File: config.mk
export PLATFORM = sky130hd
export DESIGN_NAME = ex_mdu
export DESIGN_NICKNAME = d
export VERILOG_FILES = /design/src/rtl/ex_mdu_pkg.sv /design/src/rtl/ex_mdu_step.sv /design/src/rtl/ex_mdu.sv
export SDC_FILE = /design/constraint.sdc
export NUM_CORES = 1
export LEC_CHECK = 0
export ABC_AREA = 1
export CORE_MARGIN = 5
export CORE_UTILIZATION = 30
export CTS_CLUSTER_SIZE = 16
export DETAILED_ROUTE_END_ITERATION = 8
export PLACE_DENSITY_LB_ADDON = 0.25
export SYNTH_ARGS = -nofsm -noshare
export SYNTH_HDL_FRONTEND = slang
export SYNTH_SLANG_ARGS = --single-unit
File: constraint.sdc
create_clock -name clk -period 16.2 [get_ports clk]
set_clock_uncertainty 0.1 [all_clocks]
set_input_delay 3.24 -clock clk [delete_from_list [all_inputs] [get_ports clk]]
set_output_delay 3.24 -clock clk [all_outputs]
set_load 0.01 [all_outputs]
File: src/rtl/ex_mdu_pkg.sv
// Shared definitions for the RV32M multiply/divide unit: funct3 op codes,
// the OP-type funct7 that routes an instruction here, the FSM state
// encoding and small operand-signedness helpers.
package ex_mdu_pkg;

    // funct7 of OP-type instructions that belong to the M extension
    localparam logic [6:0] FUNCT7_MULDIV = 7'b0000001;

    // RV32M funct3 codes
    localparam logic [2:0] INST_MUL    = 3'b000;
    localparam logic [2:0] INST_MULH   = 3'b001;
    localparam logic [2:0] INST_MULHSU = 3'b010;
    localparam logic [2:0] INST_MULHU  = 3'b011;
    localparam logic [2:0] INST_DIV    = 3'b100;
    localparam logic [2:0] INST_DIVU   = 3'b101;
    localparam logic [2:0] INST_REM    = 3'b110;
    localparam logic [2:0] INST_REMU   = 3'b111;

    // Unit state encoding
    typedef enum logic [1:0] {
        MDU_IDLE = 2'b00,
        MDU_CALC = 2'b01,
        MDU_FIX  = 2'b10,
        MDU_DONE = 2'b11
    } mdu_state_t;

    // rs1 is treated as two's complement for these ops
    function automatic logic op1_is_signed(input logic [2:0] f3);
        case (f3)
            INST_MULH, INST_MULHSU, INST_DIV, INST_REM: return 1'b1;
            default:                                    return 1'b0;
        endcase
    endfunction

    // rs2 is treated as two's complement for these ops (MULHSU: rs2 unsigned)
    function automatic logic op2_is_signed(input logic [2:0] f3);
        case (f3)
            INST_MULH, INST_DIV, INST_REM: return 1'b1;
            default:                       return 1'b0;
        endcase
    endfunction

endpackage

File: src/rtl/ex_mdu_step.sv
// One combinational iteration of the MDU datapath.
// Multiply: add the multiplicand to the high half when the multiplier LSB is
// set, then shift the {high, low} pair right by one.
// Divide (restoring): shift the next dividend bit into the remainder, subtract
// the divisor if it fits and shift the resulting quotient bit into low.
// DIV_EN = 0 removes the subtract-shift path entirely.
module ex_mdu_step
    import ex_mdu_pkg::*;
#(
    parameter int XLEN   = 32,
    parameter bit DIV_EN = 1'b1
) (
    input  logic            div_mode,
    input  logic [XLEN:0]   a_in,   // product high half / remainder
    input  logic [XLEN-1:0] b_in,   // multiplier / dividend-quotient
    input  logic [XLEN-1:0] m,      // multiplicand / divisor
    output logic [XLEN:0]   a_out,
    output logic [XLEN-1:0] b_out
);

    logic [XLEN:0]   mul_sum;
    logic [XLEN:0]   mul_a;
    logic [XLEN-1:0] mul_b;

    // Conditional add followed by a one-bit right shift of the accumulator
    always_comb begin
        if (b_in[0]) begin
            mul_sum = a_in + {1'b0, m};
        end else begin
            mul_sum = a_in;
        end
        mul_a = {1'b0, mul_sum[XLEN:1]};
        mul_b = {mul_sum[0], b_in[XLEN-1:1]};
    end

    generate
        if (DIV_EN) begin : g_div
            logic [XLEN:0] shifted;
            logic [XLEN:0] diff;
            logic          fits;

            // Restoring divide step: trial subtract, keep it only if it fits
            always_comb begin
                shifted = {a_in[XLEN-1:0], b_in[XLEN-1]};
                diff    = shifted - {1'b0, m};
                fits    = (shifted >= {1'b0, m});
                if (div_mode) begin
                    if (fits) begin
                        a_out = diff;
                    end else begin
                        a_out = shifted;
                    end
                    b_out = {b_in[XLEN-2:0], fits};
                end else begin
                    a_out = mul_a;
                    b_out = mul_b;
                end
            end
        end else begin : g_nodiv
            // No divider: a divide op never reaches CALC; zero the path anyway
            always_comb begin
                if (div_mode) begin
                    a_out = {(XLEN+1){1'b0}};
                    b_out = {XLEN{1'b0}};
                end else begin
                    a_out = mul_a;
                    b_out = mul_b;
                end
            end
        end
    endgenerate

endmodule

File: src/rtl/ex_mdu.sv
// ex_mdu: multi-cycle RV32M multiply/divide unit beside the EX stage.
// Iterative shift-add multiplier and restoring divider retiring
// BITS_PER_CYCLE bits per CALC cycle; stalls the pipeline while working and
// returns one registered result with its destination register.
// Build option: define MDU_DIV_EN to include the divider (all eight ops);
// without it divide ops complete immediately with result 0 and no write.
module ex_mdu
    import ex_mdu_pkg::*;
#(
    parameter int XLEN           = 32,
    parameter int BITS_PER_CYCLE = 1
) (
    input  logic            clk,
    input  logic            arst,
    input  logic            start_i,
    input  logic            flush_i,
    input  logic [2:0]      funct3_i,
    input  logic [XLEN-1:0] op1_i,
    input  logic [XLEN-1:0] op2_i,
    input  logic [4:0]      reg_w_addr_i,
    output logic            busy_o,
    output logic            stall_o,
    output logic            done_o,
    output logic [XLEN-1:0] result_o,
    output logic [4:0]      reg_w_addr_o,
    output logic            reg_w_ena_o
);

`ifdef MDU_DIV_EN
    localparam bit DIV_EN = 1'b1;
`else
    localparam bit DIV_EN = 1'b0;
`endif

    localparam int            N      = XLEN / BITS_PER_CYCLE;
    localparam int            CW     = $clog2(N + 1);
    localparam logic [CW-1:0] N_INIT = CW'(N);

    mdu_state_t      state;
    logic [CW-1:0]   cnt;
    logic [2:0]      funct3_q;
    logic            s1_q;
    logic            s2_q;
    logic [XLEN:0]   acc_hi;
    logic [XLEN-1:0] acc_lo;
    logic [XLEN-1:0] mcand;

    // Capture-side decode of the incoming operands
    logic            s1;
    logic            s2;
    logic [XLEN-1:0] mag1;
    logic [XLEN-1:0] mag2;
    logic            div_zero;
    logic            div_ovf;

    // Sign flags, magnitudes and the two divide short-cut conditions
    always_comb begin
        s1 = op1_is_signed(funct3_i) & op1_i[XLEN-1];
        s2 = op2_is_signed(funct3_i) & op2_i[XLEN-1];
        if (s1) begin
            mag1 = -op1_i;
        end else begin
            mag1 = op1_i;
        end
        if (s2) begin
            mag2 = -op2_i;
        end else begin
            mag2 = op2_i;
        end
        div_zero = funct3_i[2] & (op2_i == {XLEN{1'b0}});
        div_ovf  = funct3_i[2] & ~funct3_i[0]
                 & (op1_i == {1'b1, {(XLEN-1){1'b0}}})
                 & (op2_i == {XLEN{1'b1}});
    end

    // Iteration chain: BITS_PER_CYCLE steps evaluated back to back per cycle
    logic [XLEN:0]   a_chain [0:BITS_PER_CYCLE];
    logic [XLEN-1:0] b_chain [0:BITS_PER_CYCLE];

    assign a_chain[0] = acc_hi;
    assign b_chain[0] = acc_lo;

    generate
        for (genvar i = 0; i < BITS_PER_CYCLE; i++) begin : g_step
            ex_mdu_step #(
                .XLEN   (XLEN),
                .DIV_EN (DIV_EN)
            ) u_step (
                .div_mode (funct3_q[2]),
                .a_in     (a_chain[i]),
                .b_in     (b_chain[i]),
                .m        (mcand),
                .a_out    (a_chain[i+1]),
                .b_out    (b_chain[i+1])
            );
        end
    endgenerate

    // Sign correction and result selection applied in FIX
    logic [2*XLEN-1:0] prod;
    logic [2*XLEN-1:0] prod_s;
    logic [XLEN-1:0]   quo_s;
    logic [XLEN-1:0]   rem_s;
    logic [XLEN-1:0]   fix_res;

    // Negate product/quotient on differing signs; remainder follows dividend
    always_comb begin
        prod = {acc_hi[XLEN-1:0], acc_lo};
        if (s1_q ^ s2_q) begin
            prod_s = -prod;
            quo_s  = -acc_lo;
        end else begin
            prod_s = prod;
            quo_s  = acc_lo;
        end
        if (s1_q) begin
            rem_s = -acc_hi[XLEN-1:0];
        end else begin
            rem_s = acc_hi[XLEN-1:0];
        end
        case (funct3_q)
            INST_MUL:                           fix_res = prod_s[XLEN-1:0];
            INST_MULH, INST_MULHSU, INST_MULHU: fix_res = prod_s[2*XLEN-1:XLEN];
            INST_DIV, INST_DIVU:                fix_res = quo_s;
            INST_REM, INST_REMU:                fix_res = rem_s;
            default:                            fix_res = {XLEN{1'b0}};
        endcase
    end

    // Hold the pipeline from acceptance until the result is presented
    assign stall_o = ((state == MDU_IDLE) & start_i & ~flush_i)
                   | (state == MDU_CALC) | (state == MDU_FIX);

    // Control FSM with operand capture, iteration and registered outputs
    always_ff @(posedge clk or posedge arst) begin
        if (arst) begin
            state        <= MDU_IDLE;
            cnt          <= {CW{1'b0}};
            funct3_q     <= 3'b000;
            s1_q         <= 1'b0;
            s2_q         <= 1'b0;
            acc_hi       <= {(XLEN+1){1'b0}};
            acc_lo       <= {XLEN{1'b0}};
            mcand        <= {XLEN{1'b0}};
            busy_o       <= 1'b0;
            done_o       <= 1'b0;
            result_o     <= {XLEN{1'b0}};
            reg_w_addr_o <= 5'd0;
            reg_w_ena_o  <= 1'b0;
        end else if (flush_i) begin
            state       <= MDU_IDLE;
            busy_o      <= 1'b0;
            done_o      <= 1'b0;
            reg_w_ena_o <= 1'b0;
        end else begin
            case (state)
                MDU_IDLE: begin
                    done_o      <= 1'b0;
                    reg_w_ena_o <= 1'b0;
                    if (start_i) begin
                        funct3_q     <= funct3_i;
                        s1_q         <= s1;
                        s2_q         <= s2;
                        reg_w_addr_o <= reg_w_addr_i;
                        busy_o       <= 1'b1;
                        cnt          <= N_INIT;
                        acc_hi       <= {(XLEN+1){1'b0}};
                        // Divide iterates the dividend; multiply the multiplier
                        acc_lo       <= funct3_i[2] ? mag1 : mag2;
                        mcand        <= funct3_i[2] ? mag2 : mag1;
                        if (funct3_i[2] && !DIV_EN) begin
                            state       <= MDU_DONE;
                            done_o      <= 1'b1;
                            result_o    <= {XLEN{1'b0}};
                            reg_w_ena_o <= 1'b0;
                        end else if (div_zero) begin
                            state       <= MDU_DONE;
                            done_o      <= 1'b1;
                            result_o    <= funct3_i[1] ? op1_i : {XLEN{1'b1}};
                            reg_w_ena_o <= (reg_w_addr_i != 5'd0);
                        end else if (div_ovf) begin
                            state       <= MDU_DONE;
                            done_o      <= 1'b1;
                            result_o    <= funct3_i[1] ? {XLEN{1'b0}} : op1_i;
                            reg_w_ena_o <= (reg_w_addr_i != 5'd0);
                        end else begin
                            state <= MDU_CALC;
                        end
                    end else begin
                        busy_o <= 1'b0;
                    end
                end
                MDU_CALC: begin
                    acc_hi <= a_chain[BITS_PER_CYCLE];
                    acc_lo <= b_chain[BITS_PER_CYCLE];
                    cnt    <= cnt - CW'(1'b1);
                    if (cnt == CW'(1'b1)) begin
                        state <= MDU_FIX;
                    end else begin
                        state <= MDU_CALC;
                    end
                end
                MDU_FIX: begin
                    state       <= MDU_DONE;
                    done_o      <= 1'b1;
                    result_o    <= fix_res;
                    reg_w_ena_o <= (reg_w_addr_o != 5'd0);
                end
                MDU_DONE: begin
                    state       <= MDU_IDLE;
                    busy_o      <= 1'b0;
                    done_o      <= 1'b0;
                    reg_w_ena_o <= 1'b0;
                end
                default: begin
                    state       <= MDU_IDLE;
                    busy_o      <= 1'b0;
                    done_o      <= 1'b0;
                    reg_w_ena_o <= 1'b0;
                end
            endcase
        end
    end

endmodule
* Word level (Yosys, flattened, before mapping)
Cells that the tools add are included.
** Word-level totals
- Register bits :: 150
- Latch bits :: 0
- RAM bits :: 0
- ROM bits :: 0
- Input port bits :: 76
- Output and inout bits :: 41
- Memories kept :: 0
** Cells by class
- $add $sub $neg :: 7
- Multiply operators :: 0
- Divide/modulo/power cells :: 0
- $lt $le $gt $ge :: 0
- Equal/unequal tests :: 20
- Shift-type cells :: 0
- Muxes and demuxes :: 48
- Bitwise operators :: 13
- Reductions and logical operators :: 17
** Operators with widths (count)
- $mux 32 :: 15
- $neg 32->32 :: 4
- $pmux 32 s2 :: 2
- $pmux 32 s4 :: 1
- $mux 33 :: 2
- $pmux 33 s2 :: 1
- $eq 32x32->1 const B :: 2
- $mux 64 :: 1
- $neg 64->64 :: 1
- $add 33x32->33 :: 1
- $logic_not 32->1 :: 1
- $eq 3x3->1 const B :: 6
- $mux 1 :: 14
- $mux 2 :: 6
- $pmux 6 s2 :: 1
- $reduce_bool 5->1 :: 2
- $eq 3x2->1 const B :: 3
- $and 1x1->1 :: 8
- $pmux 2 s4 :: 1
- $eq 3x1->1 const B :: 2
- $eq 6x1->1 const B :: 1
- $mux 6 :: 1
- $pmux 1 s3 :: 2
- $reduce_and 3->1 :: 2
- other kinds (19) :: 25

* Logic depth before layout (Yosys ltp)
- Depth after elaboration :: 10
- Mapped depth :: 18
- Depth with buffers taken out :: 16

* By module
Synthesis repeated with hierarchy kept, for this count alone.
** Unflattened totals
- Cell total of the unflattened synthesis :: 2662
- Area total of the unflattened synthesis :: 15173.3 um2
** Modules (own cells, without submodules)
- ex_mdu :: times used 1, cells an instance 1942, area each 11916.4 um2
- ex_mdu_step :: times used 1, cells an instance 720, area each 3256.9 um2

* Worst setup path before layout
No wires, ideal clock.
- Path type :: input-to-output
- Start point :: input port flush_i
- End point :: output port stall_o
- Arrival time :: 3.692 ns
- Setup slack :: 9.168 ns
- Stages on the path :: 3
- Buffers on the path :: 0
- Cells stage by stage :: nor2_1 > nand2_1 > nand3_1
** Between the ends
- Cells in the longest elaborated chain, start to end :: 4
** RTL lines
- from (decl) :: RTL line ex_mdu.sv:16 : input logic flush_i,
- $not 1->1 (no line)
- $and 1x1->1 :: RTL line ex_mdu.sv:131 : assign stall_o = ((state == MDU_IDLE) & start_i & ~flush_i)
- $or 1x1->1 (2 in series) :: RTL line ex_mdu.sv:132 : | (state == MDU_CALC) | (state == MDU_FIX);
- to (decl) :: RTL line ex_mdu.sv:22 : output logic stall_o,
No other way between the ends.

* Worst setup path after layout
- Start point :: input port start_i
- End point :: output port stall_o
** Between the ends
- Cells in the longest elaborated chain, start to end :: 4
** RTL lines
- from (decl) :: RTL line ex_mdu.sv:15 : input logic start_i,
- $and 1x1->1 (2 in series) :: RTL line ex_mdu.sv:131
- $or 1x1->1 (2 in series) :: RTL line ex_mdu.sv:132
No other way between the ends.

==> results.json <==
{
  "outcome": "complete, no violations",
  "insertion_delay_ns": 0.47,
  "synth-seq-cells": 149,
  "crit_path_start_kind": "input port",
  "critical_path_required_ns": 12.86,
  "drc": 0,
  "diodes": 0,
  "io_buffer_count": 116,
  "gp_congestion": 0.961,
  "synth_edf_count": 0,
  "syn2layout_area_growth_pct": 16.9,
  "fp-row-count": 78,
  "finalSetupViolCount": 0,
  "clockBufferDepth": 2,
  "synthArstFlopShare_pct": 100,
  "crit_type": "in2out",
  "drv_cap": 0,
  "grt_max_degree": 69,
  "fin_setup_tns_ns": 0,
  "die_width_um": 225,
  "power_density_nw_per_um2": 151,
  "fin_ws_ns": 8.14,
  "antenna_found_initial": 3,
  "swShare_pct": 52.4,
  "viasPerCell": 5.34,
  "cts-root-buf": "clkbuf_16",
  "hold_buffers": 0,
  "postSynthNetCount": 2419,
  "post-synth-top-count-cell": "nand2_1",
  "crit_fanout": 4,
  "htreeDepth": 4,
  "synth_ff_type": "dfrtp_1",
  "crit_arrival_ns": 4.72,
  "peakVddDrop_mv": 0.0612,
  "yosysWarnings": 0,
  "pre_cts_ws_ns": 8.14,
  "first_iter_violations": 1363,
  "slowest_delay_ns": 0.57,
  "synthTopCellsByCount": "nand2_1 (674), nor2_1 (281), nand3_1 (253), inv_1 (236), o21ai_0 (166)",
  "synthTopCellsByArea": "dfrtp_1 (27%), nand2_1 (18%), nand3_1 (9.2%), nor2_1 (7.6%), inv_1 (6.4%)",
  "slew_headroom_pct": 23.0,
  "syn_avg_cell_area_um2": 6.00,
  "synth_area_um2": 13800,
  "grt_pass1_wl_um": 93400,
  "crit_path_cell_trace": "clkdlybuf4s50_1, inv_1, nor2_1, nand2_2, nand3_1, clkdlybuf4s50_1",
  "first_pass_iters": 9,
  "routed_wl_um": 62800,
  "period_minus_slack_ns": 8.06,
  "max_freq_ghz": 0.124,
  "post_cts_resized": 0,
  "grt_overflow": 0,
  "die-area_um2": 50500,
  "clockPowerShare_pct": 18.1,
  "crit_path_top_delay_cell": "clkdlybuf4s50_1",
  "ys_types": 49,
  "core_um2": 45500,
  "hold_path_class": "reg2reg",
  "switchingPower_mw": 1.28,
  "yosysSeqAreaShare_pct": 27.0,
  "grt_setup_unrepaired": "false",
  "chipHeight_um": 225,
  "drive_gt1_share_pct": 3.68,
  "postCtsSetupBuffers": 0,
  "dr_total_vias": 15971,
  "start_util_pct": 30.4,
  "grt_pass1_vias": 15134,
  "final_util_pct": 35.6,
  "worst_pin_slew_ns": 1.15,
  "cts_buffers": 17,
  "syn_inst": 2304,
  "ios": 117,
  "hold_violations": 0,
  "synth.top_cell.area_share_pct": 27.0,
  "cts_sinks": 149,
  "dp_hpwl_um": 50400,
  "leakagePower_nw": 7.59,
  "pwr-share-comb_pct": 55.2,
  "grt_usage_pct": 24.3,
  "cts.clk_slew.worst_paths_ns": 0.06,
  "final_antenna_net_count": 0,
  "nNetsFinal": 2495,
  "drt-wirelength-per-cell_um": 21.0,
  "crit_top_cell": "clkdlybuf4s50_1",
  "cts_tree": "yes",
  "drv_slew": 0,
  "cp-end-kind": "output pin",
  "post-route-period-util_pct": 49.8,
  "yosysTopAreaCell": "dfrtp_1",
  "internal_power_mw": 1.16,
  "seq_power_share_pct": 26.7
}
-- registers in the layout (all words and copies together) (netlist names), 2 cells and up --
name / count
funct3_q: 3
reg_w_addr_o: 5
state: 2
mcand: 32
result_o: 32
acc_lo: 32
acc_hi: 32
cnt: 6
-- cell families after synthesis --
family                     synth area share (%)
and+or+nand+nor                            39.6
muxes                                    0.0724
xor gates and xnor gates                   2.85
adders and majority gates                  3.58
AOI/OAI and AO/OA                          17.7
DFF                                        27.0
buffers and inverters                      9.21
-- stage by stage --
stage / area, um2 / power (mW) / hold slack (ns) / instances
3_5_place_dp: 15500 / 1.98 / 0.367 / 2961
4_1_cts: 16200 / 2.43 / 0.385 / 2993
3_3_place_gp: 15500 / 1.97 / 0.364 / 2961
6_report: 16200 / 2.44 / 0.381 / 2993
2_1_floorplan: 13800 / 1.47 / 0.353 / 2304
5_1_grt: 16200 / 2.62 / 0.403 / 2993
-- cell type report --
cell class	instances	area, um2
Tap cell	600	751
Sequential cell	149	3730
Clock inverter	15	203
Clock buffer	17	425
Fill cell	5084	29300
Inverter	243	920
Multi-Input combinational cell	1834	8840
Timing Repair Buffer	135	1300
-- cells in the final DEF, fill, tap and decap left out, types with 5 or more instances in the layout --
master,n
clkbuf_16,17
o21ai_0,165
or2_2,10
nor3_1,23
dfrtp_1,149
nand3b_1,13
a31oi_1,7
nor2_1,280
buf_4,19
nor4_1,6
clkdlybuf4s50_1,116
nand2_1,673
o221ai_1,8
o21ai_2,6
o211ai_1,30
a21o_1,7
o21ai_1,12
inv_6,6
nand4_1,28
o22ai_1,16
xnor2_1,12
inv_8,5
ha_1,38
nand3_1,253
nor2_2,7
o21bai_1,8
xor2_1,33
a21oi_1,164
inv_1,235
-- layer usage --
metal | share of wire (%) | vias to the layer above | GRT usage [%]
met1 | 44 | 7466 | 33.2
met2 | 45 | 613 | 38.0
li1 | - | 7764 | -
met4 | 4.5 | 6 | 10.3
met5 | 0.054 | - | 0
met3 | 6.5 | 122 | 4.31
-- power by group through the flow --
stage	logic [mW]	registers (mW)	clock network, mW
final	1.34	0.650	0.440
after global routing	1.50	0.661	0.461
after CTS	1.33	0.645	0.448
after detailed placement	1.33	0.652	0
after global placement	1.32	0.651	0
after floorplan	0.889	0.578	0
-- critical path: cells and delay by family --
| family | cells | cell delay (ns) |
|---|---|---|
| buffers and inverters | 3 | 1.10 |
| AND/OR/NAND/NOR | 3 | 0.38 |
-- worst paths after layout --
check	slack, ns	cells after the start	to	startpoint
hold / removal	0.38	2	result_o[12]	result_o[12]
max in group asynchronous	11.79	3	mcand[31]	arst
min in group asynchronous	3.08	2	result_o[9]	arst
setup reg to reg	12.98	14	result_o[4]	s1_q
setup / recovery	8.14	6	stall_o	start_i
hold reg to reg	0.38	2	result_o[12]	result_o[12]
No activity file was read; power rests on OpenSTA's default activity.
